File: config.mk
export PLATFORM = sky130hd
export DESIGN_NAME = ioctl_upload_responder
export DESIGN_NICKNAME = d
export VERILOG_FILES = /design/src/rtl/ioctl_upload_responder.sv
export SDC_FILE = /design/constraint.sdc
export NUM_CORES = 1
export LEC_CHECK = 0
export BUFFER_PORTS_ARGS = -buffer_cell sky130_fd_sc_hd__buf_2
export CORE_MARGIN = 5
export CORE_UTILIZATION = 59
export DETAILED_ROUTE_END_ITERATION = 10
export GPL_TIMING_DRIVEN = 0
export PLACE_DENSITY = 0.95
export REMOVE_ABC_BUFFERS = 1
export SYNTH_ARGS = -nofsm -noshare
export SYNTH_HDL_FRONTEND = slang
export SYNTH_SLANG_ARGS = --single-unit
File: constraint.sdc
create_clock -name clk_sys -period 5.3 [get_ports clk_sys]
set_input_delay 1.06 -clock clk_sys [delete_from_list [all_inputs] [get_ports clk_sys]]
set_output_delay 1.06 -clock clk_sys [all_outputs]
set_load 0.01 [all_outputs]
File: src/rtl/ioctl_upload_responder.sv
// HPS ioctl upload responder: requests an upload, then answers each ioctl_rd with the byte fetched from core RAM.
// Optional UPLOAD_CHECKSUM_EN adds a modulo-256 checksum of the bytes HPS consumed.
module ioctl_upload_responder #(
  parameter int unsigned ADDR_W       = 14,
  parameter int unsigned RAM_LAT      = 1,
  parameter logic [7:0]  UPLOAD_INDEX = 8'd2
) (
  input  logic              clk_sys,
  input  logic              reset_n,
  input  logic              upload_trig,
  input  logic              ioctl_upload,
  input  logic              ioctl_rd,
  input  logic [24:0]       ioctl_addr,
  input  logic [7:0]        ioctl_index,
  output logic              ioctl_upload_req,
  output logic [7:0]        ioctl_din,
  output logic [ADDR_W-1:0] mem_addr,
  output logic              mem_rd,
  input  logic [7:0]        mem_q,
  output logic              busy,
  output logic              done,
  output logic [ADDR_W:0]   byte_count,
`ifdef UPLOAD_CHECKSUM_EN
  output logic [7:0]        checksum,
`endif
  output logic              overrun
);

  localparam int unsigned FA_W  = 26;
  localparam int unsigned BC_W  = ADDR_W + 1;
  localparam int unsigned CNT_W = 2;
  localparam int unsigned HI_W  = FA_W - ADDR_W;

  typedef enum logic [2:0] {
    S_IDLE,
    S_REQ,
    S_FETCH,
    S_WAIT,
    S_READY
  } state_t;

  state_t            state_q;
  logic              upload_prev_q;
  logic              req_q;
  logic [7:0]        din_q;
  logic [ADDR_W-1:0] mem_addr_q;
  logic              mem_rd_q;
  logic              busy_q;
  logic              done_q;
  logic [BC_W-1:0]   byte_count_q;
  logic              overrun_q;
  logic              oor_q;
  logic              pend_q;
  logic [FA_W-1:0]   pend_addr_q;
  logic [CNT_W-1:0]  lat_cnt_q;
`ifdef UPLOAD_CHECKSUM_EN
  logic [7:0]        checksum_q;
`endif

  logic              idx_match_c;
  logic              active_c;
  logic              end_c;
  logic              in_xfer_c;
  logic              strobe_c;
  logic              latch_c;
  logic [FA_W-1:0]   strobe_addr_c;
  logic              launch_c;
  logic [FA_W-1:0]   launch_addr_c;
  logic              in_range_c;

  assign idx_match_c   = (ioctl_index == UPLOAD_INDEX);
  assign active_c      = ioctl_upload & idx_match_c;
  assign end_c         = upload_prev_q & ~ioctl_upload & (state_q != S_IDLE);
  assign in_xfer_c     = (state_q == S_FETCH) || (state_q == S_WAIT) || (state_q == S_READY);
  assign strobe_c      = ioctl_rd & idx_match_c & in_xfer_c;
  assign strobe_addr_c = FA_W'(ioctl_addr) + FA_W'(1);
  assign latch_c       = (state_q == S_WAIT) && (lat_cnt_q == CNT_W'(RAM_LAT));
  // Range check on the full-width address so that last+1 reports FF instead of wrapping.
  assign in_range_c    = (launch_addr_c[FA_W-1:ADDR_W] == HI_W'(0));

  // Decide whether a RAM fetch starts at this edge and from which address.
  always_comb begin
    launch_c      = 1'b0;
    launch_addr_c = '0;
    if (!end_c) begin
      case (state_q)
        S_REQ: begin
          if (active_c) begin
            launch_c      = 1'b1;
            launch_addr_c = '0;
          end
        end
        S_READY: begin
          if (strobe_c) begin
            launch_c      = 1'b1;
            launch_addr_c = strobe_addr_c;
          end
        end
        S_WAIT: begin
          if (latch_c && (pend_q || strobe_c)) begin
            launch_c      = 1'b1;
            launch_addr_c = strobe_c ? strobe_addr_c : pend_addr_q;
          end
        end
        default: begin
          launch_c      = 1'b0;
          launch_addr_c = '0;
        end
      endcase
    end
  end

  always_ff @(posedge clk_sys or negedge reset_n) begin
    if (!reset_n) begin
      state_q       <= S_IDLE;
      upload_prev_q <= 1'b0;
      req_q         <= 1'b0;
      din_q         <= 8'hFF;
      mem_addr_q    <= '0;
      mem_rd_q      <= 1'b0;
      busy_q        <= 1'b0;
      done_q        <= 1'b0;
      byte_count_q  <= '0;
      overrun_q     <= 1'b0;
      oor_q         <= 1'b0;
      pend_q        <= 1'b0;
      pend_addr_q   <= '0;
      lat_cnt_q     <= '0;
`ifdef UPLOAD_CHECKSUM_EN
      checksum_q    <= 8'h00;
`endif
    end else begin
      upload_prev_q <= ioctl_upload;
      done_q        <= 1'b0;
      mem_rd_q      <= 1'b0;

      // A counted strobe consumes the byte currently on ioctl_din.
      if (strobe_c) begin
        if (byte_count_q != {BC_W{1'b1}}) begin
          byte_count_q <= byte_count_q + BC_W'(1);
        end
`ifdef UPLOAD_CHECKSUM_EN
        checksum_q <= checksum_q + din_q;
`endif
        if (state_q != S_READY) begin
          overrun_q <= 1'b1;
        end
        if ((state_q != S_READY) && !launch_c) begin
          pend_q      <= 1'b1;
          pend_addr_q <= strobe_addr_c;
        end
      end

      if (end_c) begin
        state_q <= S_IDLE;
        done_q  <= 1'b1;
        busy_q  <= 1'b0;
        req_q   <= 1'b0;
        pend_q  <= 1'b0;
      end else begin
        case (state_q)
          S_IDLE: begin
            if (upload_trig) begin
              state_q      <= S_REQ;
              busy_q       <= 1'b1;
              req_q        <= 1'b1;
              byte_count_q <= '0;
              overrun_q    <= 1'b0;
`ifdef UPLOAD_CHECKSUM_EN
              checksum_q   <= 8'h00;
`endif
            end
          end
          S_REQ: begin
            if (active_c) begin
              req_q <= 1'b0;
            end
          end
          S_FETCH: begin
            state_q   <= S_WAIT;
            lat_cnt_q <= CNT_W'(1);
          end
          S_WAIT: begin
            if (latch_c) begin
              din_q   <= oor_q ? 8'hFF : mem_q;
              state_q <= S_READY;
            end else begin
              lat_cnt_q <= lat_cnt_q + CNT_W'(1);
            end
          end
          S_READY: begin
            state_q <= S_READY;
          end
          default: begin
            state_q <= S_IDLE;
          end
        endcase

        if (launch_c) begin
          state_q    <= S_FETCH;
          mem_rd_q   <= in_range_c & idx_match_c;
          mem_addr_q <= ADDR_W'(launch_addr_c);
          oor_q      <= ~(in_range_c & idx_match_c);
          pend_q     <= 1'b0;
        end
      end
    end
  end

  assign ioctl_upload_req = req_q;
  assign ioctl_din        = din_q;
  assign mem_addr         = mem_addr_q;
  assign mem_rd           = mem_rd_q;
  assign busy             = busy_q;
  assign done             = done_q;
  assign byte_count       = byte_count_q;
  assign overrun          = overrun_q;
`ifdef UPLOAD_CHECKSUM_EN
  assign checksum         = checksum_q;
`endif

endmodule
; After elaboration in Yosys (flattened, before gate mapping)
; Index checks and enable logic that the tools add are counted.
[totals]
register_bits = 76
output_inout_bits = 42
word_cells = 105
[op_classes]
n_addsub = 3
eq_ne = 14
n_mux = 41
n_bitwise = 9
reduce_logical = 24
[ops]
columns = cell, count
row1 = 26-bit two-way mux, 4
row2 = 15-bit two-way mux, 5
row3 = 26-bit one-hot mux with 2 select lines, 1
row4 = "25-bit by 1-bit adder with 26-bit output, second input constant", 1
row5 = 1-bit two-way mux, 21
row6 = "15-bit by 1-bit adder with 15-bit output, second input constant", 1
row7 = "15-bit != test, second input constant", 1
row8 = 3-bit one-hot mux with 5 select lines, 1
row9 = 12-bit zero test, 1
row10 = 3-bit two-way mux, 4
row11 = "3-bit != test, second input constant", 4
row12 = 3-bit AND reduction, 4
row13 = 3-bit nonzero test, 4
row14 = "8-bit by 2-bit equality test with 1-bit output, second input constant", 1
row15 = 8-bit two-way mux, 1
row16 = "4-bit != test, second input constant", 2
row17 = 2-bit AND reduction, 4
row18 = 1-bit AND, 6
row19 = "3-bit by 2-bit equality test with 1-bit output, second input constant", 2
row20 = 2-bit nonzero test, 3
row21 = 2-bit one-hot mux with 2 select lines, 1
row22 = "3-bit by 1-bit equality test with 1-bit output, second input constant", 1
row23 = "3-bit equality test, second input constant", 1
row24 = 1-bit logical AND, 3
row25 = other kinds (10), 14

; Longest topological paths before layout
; Gate-level depths: netlist (run 1).
[depth]
depth_word = 15
ltp_mapped = 9
ltp_nobuf = 8

; Least setup slack after synthesis (run 1)
; No wires, ideal clock.
[synth_timing]
path_kind = in2reg
from = input ioctl_addr[0]
to = register oor_q
arrival_time_ns = 2.690
slack_ns = 2.481
cell_stages = 8
path_buffers = 0
path_cell_list = ha_1 -> nand4_1 -> nor4_4 -> nand2_1 -> nor3_1 -> a211o_2 -> a41oi_1 -> o41a_1
[synth_via]
elab_chain_cells = 8
elab_cells_between_ends = 9
[synth_lines]
columns = element, line
row1 = "start, declared", 13  ; input logic [24:0] ioctl_addr,
row2 = 25-bit by 1-bit adder with 26-bit output (*), 76  ; assign strobe_addr_c = FA_W'(ioctl_addr) + FA_W'(1);
row3 = 26-bit two-way mux, 102  ; launch_addr_c = strobe_c ? strobe_addr_c : pend_addr_q;
row4 = 26-bit two-way mux, 100  ; if (latch_c && (pend_q || strobe_c)) begin
row5 = 26-bit one-hot mux with 2 select lines (*), 86  ; case (state_q)
row6 = 26-bit two-way mux (*), 85  ; if (!end_c) begin
row7 = 12-bit zero test (*), 79  ; assign in_range_c = (launch_addr_c[FA_W-1:ADDR_W] == HI_W'(0));
row8 = 1-bit AND (*), 203  ; oor_q <= ~(in_range_c & idx_match_c);
row9 = 1-bit NOT (*), 203
row10 = "end signal, assigned", 203
row11 = "end, declared", 52  ; logic oor_q;
; Mark *: on every way between the ends. The rest lies on a longest branch, timed or not.
; A chain may end at the register's enable or synchronous reset.

; Final worst setup path (run 1)
[layout_timing]
from = input ioctl_index[5]
to = register pend_addr_q[6]
[layout_via]
elab_chain_cells = 11
elab_cells_between_ends = 14
[layout_lines]
columns = element, line
row1 = "start, declared", 14  ; input logic [7:0] ioctl_index,
row2 = 8-bit by 2-bit equality test with 1-bit output (*), 71  ; assign idx_match_c = (ioctl_index == UPLOAD_INDEX);
row3 = 1-bit AND (2 in a row), 75  ; assign strobe_c = ioctl_rd & idx_match_c & in_xfer_c;
row4 = 1-bit logical OR, 100
row5 = 1-bit logical AND, 100
row6 = 1-bit two-way mux, 100
row7 = 1-bit one-hot mux with 3 select lines, 86
row8 = 1-bit two-way mux, 85
row9 = 1-bit zero test, 148  ; if ((state_q != S_READY) && !launch_c) begin
row10 = 1-bit logical AND, 148
row11 = 2-bit AND reduction (no line) (*), n/a
row12 = "end signal, assigned", 150  ; pend_addr_q <= strobe_addr_c;
row13 = "end, declared", 54  ; logic [FA_W-1:0] pend_addr_q;
; Marked as above.

==> impl_metrics.yaml, run 1 <==
outcome:
  run_status: "complete, no violations"
sta:
  clock_skew_ps: 12.2
  setup_tns_ps: 0
  max-slew-margin-rel_pct: 38.2
  setup_ws_ps: 1810
  fmaxAchievable_ghz: 0.286
  hold_viol_final: 0
  worst_pin_slew_ps: 926
  period_needed_ps: 3490
  rsz0062_at_grt: "no"
  layout_worst_path_cycle_share_pct: 65.9
  max_slew_violation_total_from_the_final_report: 0
  setup_viol_count_final: 0
worst_setup_path:
  crit_chain: "buf_2 -> nor4_2 -> a41oi_1 -> o22ai_1 -> o21bai_2 -> nand2_2 -> o21ai_0"
  r2r_start: "state_q[1]"
  timing.reg2reg.setup_slack_ps: 2160
  crit_path_end: "pend_addr_q[6]"
  critical_path.startpoint: "ioctl_index[5]"
  cpLargestDelayFamily: "compound AO/OA/AOI/OAI gates"
  crit_required_ps: 5510
  worstPathBufferInverterCount: 1
  crit_path_max_fanout: 51
  cpPeakStageDelay_ps: 680
  regToRegEndpoint: "pend_addr_q[6]"
  worst_path_max_delay_cell: "nand2_2"
  critical_path.endpoint_type: "flop"
  worst-setup-path-type: "in2reg"
  worst_r2r_path_depth: 7
  critical_path_arrival_ps: 3700
  cp.depth: 7
  start_kind: "input pin"
drt:
  remaining_drc_errors: 0
  wire_per_inst_um: 15.5
  initialDrtViolationCount: 144
  ant_nets: 0
  drt_pass1_iterations: 5
  viasPerCell: 5.66
  via_count: 3414
  routed_wirelength_um: 9350
synth:
  synth_sequential_area_ratio_pct: 47.9
  share_of_async_settable_or_async_resettable_flops_after_synthesis_pct: 100
  synthesis.instances: 437
  synth.cell_area_sq_um: 3990
  synthDominantAreaCellType: "dfrtp_1"
  ys_top_cells_by_count: "nand2_1, dfrtp_1, o21ai_0"
  netlist-cell-type-count: 54
  yosys_register_bits: 76
  netlist.area_leader.share_pct: 42.6
  synthFlopType: "dfrtp_1"
  synth.yosys.warnings: 0
  synth_area_leaders: "dfrtp_1, nand2_1, o21ai_0"
  post_syn_area_per_cell_sq_um: 9.13
  count_of_flip_flops_with_a_built_in_enable_after_synthesis: 0
  synth_most_common_cell: "nand2_1"
power:
  switching_component_of_the_power_mw: 0.292
  cell_internal_pwr_mw: 0.895
  total_power_mw: 1.19
  power.share.sequential_pct: 50.4
  clkPwrFrac_pct: 41.5
  cellPowerDensity_nw_per_um2: 254
  vdd_drop_max_mv: 0.137
  leakagePower_nw: 2.19
  power.switching_fraction_pct: 24.6
  p_comb_share_pct: 8.1
final_layout:
  fillerInstances: 494
  stdcell_area_sq_um: 4670
  n_antenna_cell: 0
  layout.nets: 567
  flow.area_growth_from_synthesis_pct: 17.1
  final_layout_size_suffix_gt1_share_pct: 25.8
die:
  floorplan.initialDensity_pct: 59.7
  die_area_sq_um: 8510
  count_of_boundary_i_o_pins: 88
  fp.dieH_um: 92.3
  floorplan.core_area_sq_um: 6680
  die-width_um: 92.3
  std_cell_rows: 30
flow_run:
  cap_viol_max_count: 0
cts:
  post_cts_resized: 0
  clk_transition_reported_paths_ps: 90
  clock_tree.buffer_depth: 2
  clkSinkCount: 76
  tritoncts.num_buffers: 9
  cts_root_buf: "clkbuf_8"
  cts.repair_timing.setup_buffer_count: 0
  cts.hold.buffers_added: 0
  cts_htree_levels: 3
  tritoncts: "built"
  insertion_delay_ps: 370
placed_design:
  finalWeightedCongestion: 0.837
  placed_cell_area_sq_um: 4440
  preCtsSetupSlack_ps: 460
  port_buf_inserts: 87
  detailedPlacementHpwl_um: 6740
global_routing:
  initial_antenna_violation_count: 0
  largest_net_degree_at_the_start_of_global_routing: 77
  grtUsageTotal_pct: 23.1
  grt_overflow: 0
  vias_in_the_first_global_route: 3296
  grt_first_pass_wirelength_um: 15600
hold_path:
  hold_path_class: "reg2reg"
## layout make-up
cell class	count	area (sq um)	area share [%]
clock buffer	9	124	2.65
sequential	76	1910	40.9
clock inverter	7	100	2.14
multi-input combinational	336	1960	41.9
timing repair buffer	88	453	9.69
tap	80	100	2.14
inverter	7	26.3	0.562
## sequential cells by signal, indices dropped and copies added, names as in the netlist
| register | count |
|---|---|
| busy | 1 |
| byte_count | 15 |
| done | 1 |
| ioctl_din | 8 |
| ioctl_upload_req | 1 |
| lat_cnt_q | 2 |
| mem_addr | 14 |
| mem_rd | 1 |
| oor_q | 1 |
| overrun | 1 |
| pend_addr_q | 26 |
| pend_q | 1 |
| state_q | 3 |
| upload_prev_q | 1 |
## placed cells by master (no fill, tap or decap), types with 12 or more instances in the layout
master    n
xor2_1   20
nand3_1  13
dfrtp_1  68
nor2_1   47
a21oi_1  17
o21ai_0  50
buf_2    86
nand2_1  82
xnor2_1  12
## power by group through the flow
stage                     Sequential [mW]  Clock (mW)  Combinational (mW)
final                               0.598       0.492              0.0966
after global routing                0.600       0.528               0.108
after CTS                           0.598       0.498              0.0970
after detailed placement            0.610           0              0.0963
after global placement              0.609           0              0.0923
after floorplan                     0.612           0              0.0372
## metrics by stage
stage / hold slack (ps) / cells / util [%]
final: 475 / 603 / 70.0
after global routing: 504 / 603 / 70.0
after CTS: 481 / 603 / 69.9
after detailed placement: 464 / 587 / 66.5
after global placement: 460 / 586 / 66.3
after floorplan: 446 / 419 / -
## kinds of logic (layout without fill, tap and decap cells)
family / Yosys count / count (layout) / synth area share, %
multiplexers: 2 / 2 / 0.627
adder cells (fa/ha/maj): 3 / 3 / 0.941
buffers and inverters: 25 / 111 / 3.17
AND/OR/NAND/NOR: 208 / 208 / 26.1
AO/OA/AOI/OAI: 91 / 91 / 14.3
XOR/XNOR: 32 / 32 / 7.02
flip-flops: 76 / 76 / 47.9
## worst min-delay path by stage
stage | start | endpoint | slack, ps | cells after the start
after floorplan | pend_addr_q[1] | pend_addr_q[1] | 450 | 2
after global placement | lat_cnt_q[1] | lat_cnt_q[1] | 460 | 2
after detailed placement | mem_addr[7] | mem_addr[7] | 460 | 2
after CTS | ioctl_din[2] | ioctl_din[2] | 480 | 2
after global routing | ioctl_din[5] | ioctl_din[5] | 500 | 2
final | ioctl_din[2] | ioctl_din[2] | 480 | 2
## tightest hold or removal path: cells and delay by family (launching register included)
family,cells,cell delay (ps)
AND/OR/NAND/NOR,1,40
AO/OA/AOI/OAI,1,60
flip-flops,1,370
## layer usage
layer | track usage, % | vias to the layer above | wire (um)
met3 | 4.43 | 15 | 483
met1 | 29.5 | 1614 | 3910
li1 | - | 1681 | -
met4 | 9.28 | 0 | 175
met2 | 38.5 | 104 | 4780
met5 | 0 | - | 0
Note: power is estimated with default switching activity, not from simulation.
==> run 2, diff against run 1 <==
--- a/config.mk
+++ b/config.mk
@@ -7,10 +7,10 @@
 export LEC_CHECK = 0
 export BUFFER_PORTS_ARGS = -buffer_cell sky130_fd_sc_hd__buf_2
 export CORE_MARGIN = 5
-export CORE_UTILIZATION = 59
+export CORE_UTILIZATION = 54
 export DETAILED_ROUTE_END_ITERATION = 10
 export GPL_TIMING_DRIVEN = 0
-export PLACE_DENSITY = 0.95
+export PLACE_DENSITY = 0.9
 export REMOVE_ABC_BUFFERS = 1
 export SYNTH_ARGS = -nofsm -noshare
 export SYNTH_HDL_FRONTEND = slang
==> constraint.sdc (replaced) <==
create_clock -name clk_sys -period 3.22 [get_ports clk_sys]
set_input_delay 0.644 -clock clk_sys [delete_from_list [all_inputs] [get_ports clk_sys]]
set_output_delay 0.644 -clock clk_sys [all_outputs]
set_load 0.01 [all_outputs]
==> impl_metrics.yaml, run 2 (same netlist as run 1, synthesis figures left out) <==
drt:
  viasPerCell: 5.64
  drt_pass1_iterations: 5
  ant_nets: 0
  wire_per_inst_um: 15.2
  via_count: 3521
  routed_wirelength_um: 9510
  initialDrtViolationCount: 159
  remaining_drc_errors: 0
power:
  vdd_drop_max_mv: 0.190
  total_power_mw: 1.80
  cellPowerDensity_nw_per_um2: 384
  leakagePower_nw: 2.20
final_layout:
  registers.top_by_ff_count: "pend_addr_q"
  layout.nets: 569
  largest_register_ff_count: 26
  flow.area_growth_from_synthesis_pct: 17.6
  final_layout_size_suffix_gt1_share_pct: 26.1
  fillerInstances: 611
  stdcell_area_sq_um: 4690
  layout.cells.most_common_list: "buf_2, nand2_1, dfrtp_1"
  n_antenna_cell: 0
  layout.cells.most_common: "buf_2"
placed_design:
  detailedPlacementHpwl_um: 6970
  finalWeightedCongestion: 0.898
  placed_cell_area_sq_um: 4500
  port_buf_inserts: 87
die:
  fp.dieH_um: 96.0
  count_of_boundary_i_o_pins: 88
  floorplan.initialDensity_pct: 55.3
  std_cell_rows: 31
  floorplan.core_area_sq_um: 7210
  die_area_sq_um: 9210
  die-width_um: 96.0
sta:
  rsz0062_at_grt: "no"
  max-slew-margin-rel_pct: 39.8
  period_needed_ps: 2740
  layout_worst_path_cycle_share_pct: 85.0
  hold_viol_final: 0
  max_slew_violation_total_from_the_final_report: 0
  clock_skew_ps: 11.1
  worst_pin_slew_ps: 904
  setup_viol_count_final: 0
  timing.hold.ws_ps: 174
  fmaxAchievable_ghz: 0.366
worst_setup_path:
  crit_required_ps: 3440
  worst_r2r_path_depth: 7
  critical_path_arrival_ps: 2960
  start_kind: "input pin"
  critical_path.endpoint_type: "flop"
  timing.reg2reg.setup_slack_ps: 570
  worst-setup-path-type: "in2reg"
  crit_path_max_fanout: 15
cts:
  tritoncts.num_buffers: 9
  cts_root_buf: "clkbuf_8"
  clock_tree.buffer_depth: 2
  cts.repair_timing.setup_buffer_count: 0
  clk_transition_reported_paths_ps: 80
  clkSinkCount: 76
  insertion_delay_ps: 360
  cts_htree_levels: 3
  tritoncts: "built"
  cts.hold.buffers_added: 0
outcome:
  run_status: "complete, no violations"
global_routing:
  grt_first_pass_wirelength_um: 15900
  vias_in_the_first_global_route: 3506
  grt_overflow: 0
  initial_antenna_violation_count: 0
  grtUsageTotal_pct: 22.1
  largest_net_degree_at_the_start_of_global_routing: 57
hold_path:
  hold_path_class: "in2async"
flow_run:
  cap_viol_max_count: 0
==> run 2: changes by cell type in the layout (fill, tap and decap cells not counted), sizes merged <==
| cell | delta |
|---|---|
| bufinv | -2 |
| clkbuf | +1 |
| clkinvlp | -2 |
| inv | -1 |
| buf | +1 |
| nand2 | +1 |
| clkinv | +4 |
==> run 2: path summary, 6_finish.rpt <==
kind | start | endpoint
setup / recovery | ioctl_index[0] | byte_count[6]
hold / removal | reset_n | byte_count[10]
setup reg to reg | state_q[1] | pend_addr_q[14]
hold reg to reg | ioctl_din[0] | ioctl_din[0]
max in group asynchronous | reset_n | ioctl_din[2]
min in group clk_sys | ioctl_upload | upload_prev_q
==> run 2: final cells by class <==
type                    count  area (sq um)  area share, %
clock buffers              10           138           2.93
clock inverters             6          40.0          0.853
inverters                   7          26.3          0.560
multi-input cells         337          1970           42.0
flip-flops and latches     76          1910           40.7
well taps                  99           124           2.64
repair buffers             89           480           10.2
==> run 2: what timing repair did <==
item,in CTS,in global routing
setup endpoints to repair,26,20
hold endpoints to repair,0,0
resized for setup,2,2
pin swaps,1,0
cloned,1,0
==> run 2: power breakdown <==
group | internal (mW) | switching, mW | total [mW]
Combinational | 0.0644 | 0.0983 | 0.163
Sequential | 0.973 | 0.0110 | 0.984
Clock | 0.299 | 0.358 | 0.657
Total | 1.34 | 0.467 | 1.80
==> run 2: worst max-delay path: stages <==
cell       delay, ps
buf_2            110
nor4b_2          460
o2111ai_2        570
a31oi_4          520
and3_1           300
nand4_1          130
xor2_1           160
nor2_1            50
==> run 2: per-stage QoR <==
step	setup TNS (ps)	instances	worst slack, ps	util [%]
2_1_floorplan	-1150	419	-95.7	-
3_3_place_gp	-28740	605	-1130	61.7
3_5_place_dp	-31530	607	-1310	62.3
4_1_cts	0	624	52.8	64.9
5_1_grt	0	624	281	65.1
6_report	0	624	484	65.1
==> run 2: layer usage <==
| metal | global-route usage (%) | wire, um |
|---|---|---|
| met2 | 38.0 | 4780 |
| met5 | 0 | 0 |
| met4 | 6.64 | 144 |
| met3 | 5.79 | 622 |
| met1 | 27.2 | 3970 |
==> run 3, diff against run 2 <==
--- a/config.mk
+++ b/config.mk
@@ -5,12 +5,13 @@
 export SDC_FILE = /design/constraint.sdc
 export NUM_CORES = 1
 export LEC_CHECK = 0
+export ABC_AREA = 1
 export BUFFER_PORTS_ARGS = -buffer_cell sky130_fd_sc_hd__buf_2
 export CORE_MARGIN = 5
-export CORE_UTILIZATION = 54
+export CORE_UTILIZATION = 55
 export DETAILED_ROUTE_END_ITERATION = 10
 export GPL_TIMING_DRIVEN = 0
-export PLACE_DENSITY = 0.9
+export PLACE_DENSITY = 0.91
 export REMOVE_ABC_BUFFERS = 1
 export SYNTH_ARGS = -nofsm -noshare
 export SYNTH_HDL_FRONTEND = slang
==> constraint.sdc (replaced) <==
create_clock -name clk_sys -period 2.8 [get_ports clk_sys]
set_input_delay 0.56 -clock clk_sys [delete_from_list [all_inputs] [get_ports clk_sys]]
set_output_delay 0.56 -clock clk_sys [all_outputs]
set_load 0.01 [all_outputs]
==> impl_metrics.yaml, run 3 <==
drt:
  via_count: 3875
  drt_pass1_iterations: 6
  remaining_drc_errors: 0
  viasPerCell: 5.27
  ant_nets: 0
  routed_wirelength_um: 9630
  wire_per_inst_um: 13.1
  initialDrtViolationCount: 225
final_layout:
  n_antenna_cell: 0
  layout.cells.most_common: "nand2_1"
  final_layout_size_suffix_gt1_share_pct: 25.4
  layout.nets: 677
  largest_register_ff_count: 26
  registers.top_by_ff_count: "pend_addr_q"
  layout.cells.most_common_list: "nand2_1, buf_2, nor2_1"
  flow.area_growth_from_synthesis_pct: 15.9
cts:
  clk_transition_reported_paths_ps: 80
  cts_htree_levels: 3
  tritoncts: "built"
  cts_root_buf: "clkbuf_8"
  clkSinkCount: 76
  cts.hold.buffers_added: 0
  clock_tree.buffer_depth: 2
  tritoncts.num_buffers: 9
  cts.repair_timing.setup_buffer_count: 0
  post_cts_resized: 0
  insertion_delay_ps: 350
placed_design:
  detailedPlacementHpwl_um: 7340
  finalWeightedCongestion: 0.915
  port_buf_inserts: 87
synth:
  yosys_register_bits: 76
  synthFlopType: "dfrtp_1"
  synth_area_leaders: "dfrtp_1, nand2_1, nor2_1"
  ys_top_cells_by_count: "nand2_1, nor2_1, dfrtp_1"
  netlist.area_leader.share_pct: 40.2
  netlist-cell-type-count: 42
  synth.cell_area_sq_um: 4230
  count_of_flip_flops_with_a_built_in_enable_after_synthesis: 0
  post_syn_area_per_cell_sq_um: 7.84
  share_of_async_settable_or_async_resettable_flops_after_synthesis_pct: 100
  synth.yosys.warnings: 0
  synth_most_common_cell: "nand2_1"
  synthesis.instances: 540
  synthDominantAreaCellType: "dfrtp_1"
  synth_sequential_area_ratio_pct: 45.2
global_routing:
  vias_in_the_first_global_route: 3674
  largest_net_degree_at_the_start_of_global_routing: 77
  initial_antenna_violation_count: 0
  grt_overflow: 0
  grtUsageTotal_pct: 20.9
  grt_first_pass_wirelength_um: 16700
sta:
  hold_viol_final: 0
  layout_worst_path_cycle_share_pct: 86.7
  rsz0062_at_grt: "no"
  max_slew_violation_total_from_the_final_report: 0
  setup_viol_count_final: 0
  fmaxAchievable_ghz: 0.412
  worst_pin_slew_ps: 923
  clock_skew_ps: 8.61
  setup_tns_ps: 0
  timing.hold.ws_ps: 328
  period_needed_ps: 2430
  max-slew-margin-rel_pct: 38.5
worst_setup_path:
  cpPeakStageDelay_ps: 330
  worstPathBufferInverterCount: 3
  cpMostUsedCell: "nor2_1"
  cpLargestDelayFamily: "simple AND/OR/NAND/NOR gates"
  start_kind: "input pin"
  crit_path_max_fanout: 44
  critical_path_arrival_ps: 2670
  crit_chain: "buf_2 -> nor2_1 -> nand2_1 -> nor2_2 -> nand3_4 -> inv_4 -> a21oi_4 -> nand2_4 -> nand2_4 -> nand2_8 -> inv_2 -> nor2_1 -> nor2_1"
  crit_required_ps: 3040
  worst-setup-path-type: "in2reg"
  worst_path_max_delay_cell: "nand2_8"
  critical_path.endpoint_type: "flop"
power:
  cellPowerDensity_nw_per_um2: 488
  leakagePower_nw: 2.45
  vdd_drop_max_mv: 0.216
die:
  std_cell_rows: 32
  fp.dieH_um: 97.7
  floorplan.initialDensity_pct: 55.7
  floorplan.core_area_sq_um: 7610
  count_of_boundary_i_o_pins: 88
  die-width_um: 97.7
  die_area_sq_um: 9550
hold_path:
  hold_path_class: "in2async"
outcome:
  run_status: "complete, no violations"
flow_run:
  cap_viol_max_count: 0
==> run 3: cell count changes after synthesis, moves of 6 or more <==
cell	previous run	this run
o21ai_0	50	27
xor2_1	20	13
nand3_1	13	22
nand2_2	0	9
o21ai_2	0	20
nor2_2	0	7
inv_1	7	40
xnor2_1	12	5
and4_1	6	0
nand2_1	83	144
clkbuf_1	11	2
nor2_1	47	85
==> run 3: kinds of logic after synthesis <==
logic type	count (synthesis)	share of synthesized area [%]
xor+xnor	18	3.72
compound gates	90	13.8
simple gates	296	30.6
buf+inv	57	5.91
flops	76	45.2
fa+ha+maj	3	0.887
==> run 3: through the flow <==
| stage | worst slack [ps] | power, mW | util, % | cell area (sq um) | cells |
|---|---|---|---|---|---|
| 6_report | 371 | 2.39 | 64.5 | 4910 | 735 |
| 5_1_grt | 196 | 2.53 | 64.5 | 4910 | 735 |
| 4_1_cts | 378 | 2.41 | 64.5 | 4910 | 735 |
| 3_5_place_dp | 9.18 | 1.66 | 62.2 | 4730 | 719 |
| 3_3_place_gp | 87.7 | 1.64 | 62.1 | 4730 | 719 |
| 2_1_floorplan | 570 | 1.49 | - | 4160 | 530 |
==> run 3: layer usage <==
metal | part of all wire, % | global-route usage [%] | vias to the layer above | wire (um)
li1 | - | - | 1934 | -
met1 | 43 | 27.6 | 1782 | 4190
met2 | 48 | 34.6 | 139 | 4660
met3 | 6.5 | 4.50 | 20 | 627
met4 | 1.6 | 6.28 | 0 | 155
met5 | 0 | 0 | - | 0
==> run 3: area by class of cell <==
| class | instances | area, sq um |
|---|---|---|
| Clock inverter | 5 | 36.3 |
| Sequential cell | 76 | 1910 |
| Multi-Input combinational cell | 407 | 2070 |
| Clock buffer | 11 | 141 |
| Fill cell | 643 | 2700 |
| Timing Repair Buffer | 87 | 438 |
| Tap cell | 102 | 128 |
| Inverter | 47 | 179 |
==> run 3: final timing paths <==
check	startpoint	slack [ps]	depth (start not counted)	end
worst max-delay path	ioctl_index[5]	370	13	pend_addr_q[25]
worst min register to register	pend_addr_q[9]	480	2	pend_addr_q[9]
worst max register to register	state_q[2]	420	12	pend_addr_q[25]
max in group asynchronous	reset_n	1860	1	pend_addr_q[24]
worst min-delay path	reset_n	330	1	byte_count[2]
min in group clk_sys	ioctl_upload	340	1	upload_prev_q
==> run 3: power by group <==
| group | switching [mW] | internal, mW |
|---|---|---|
| logic | 0.258 | 0.147 |
| registers | 0.0377 | 1.19 |
| clock network | 0.410 | 0.348 |
| total | 0.705 | 1.69 |
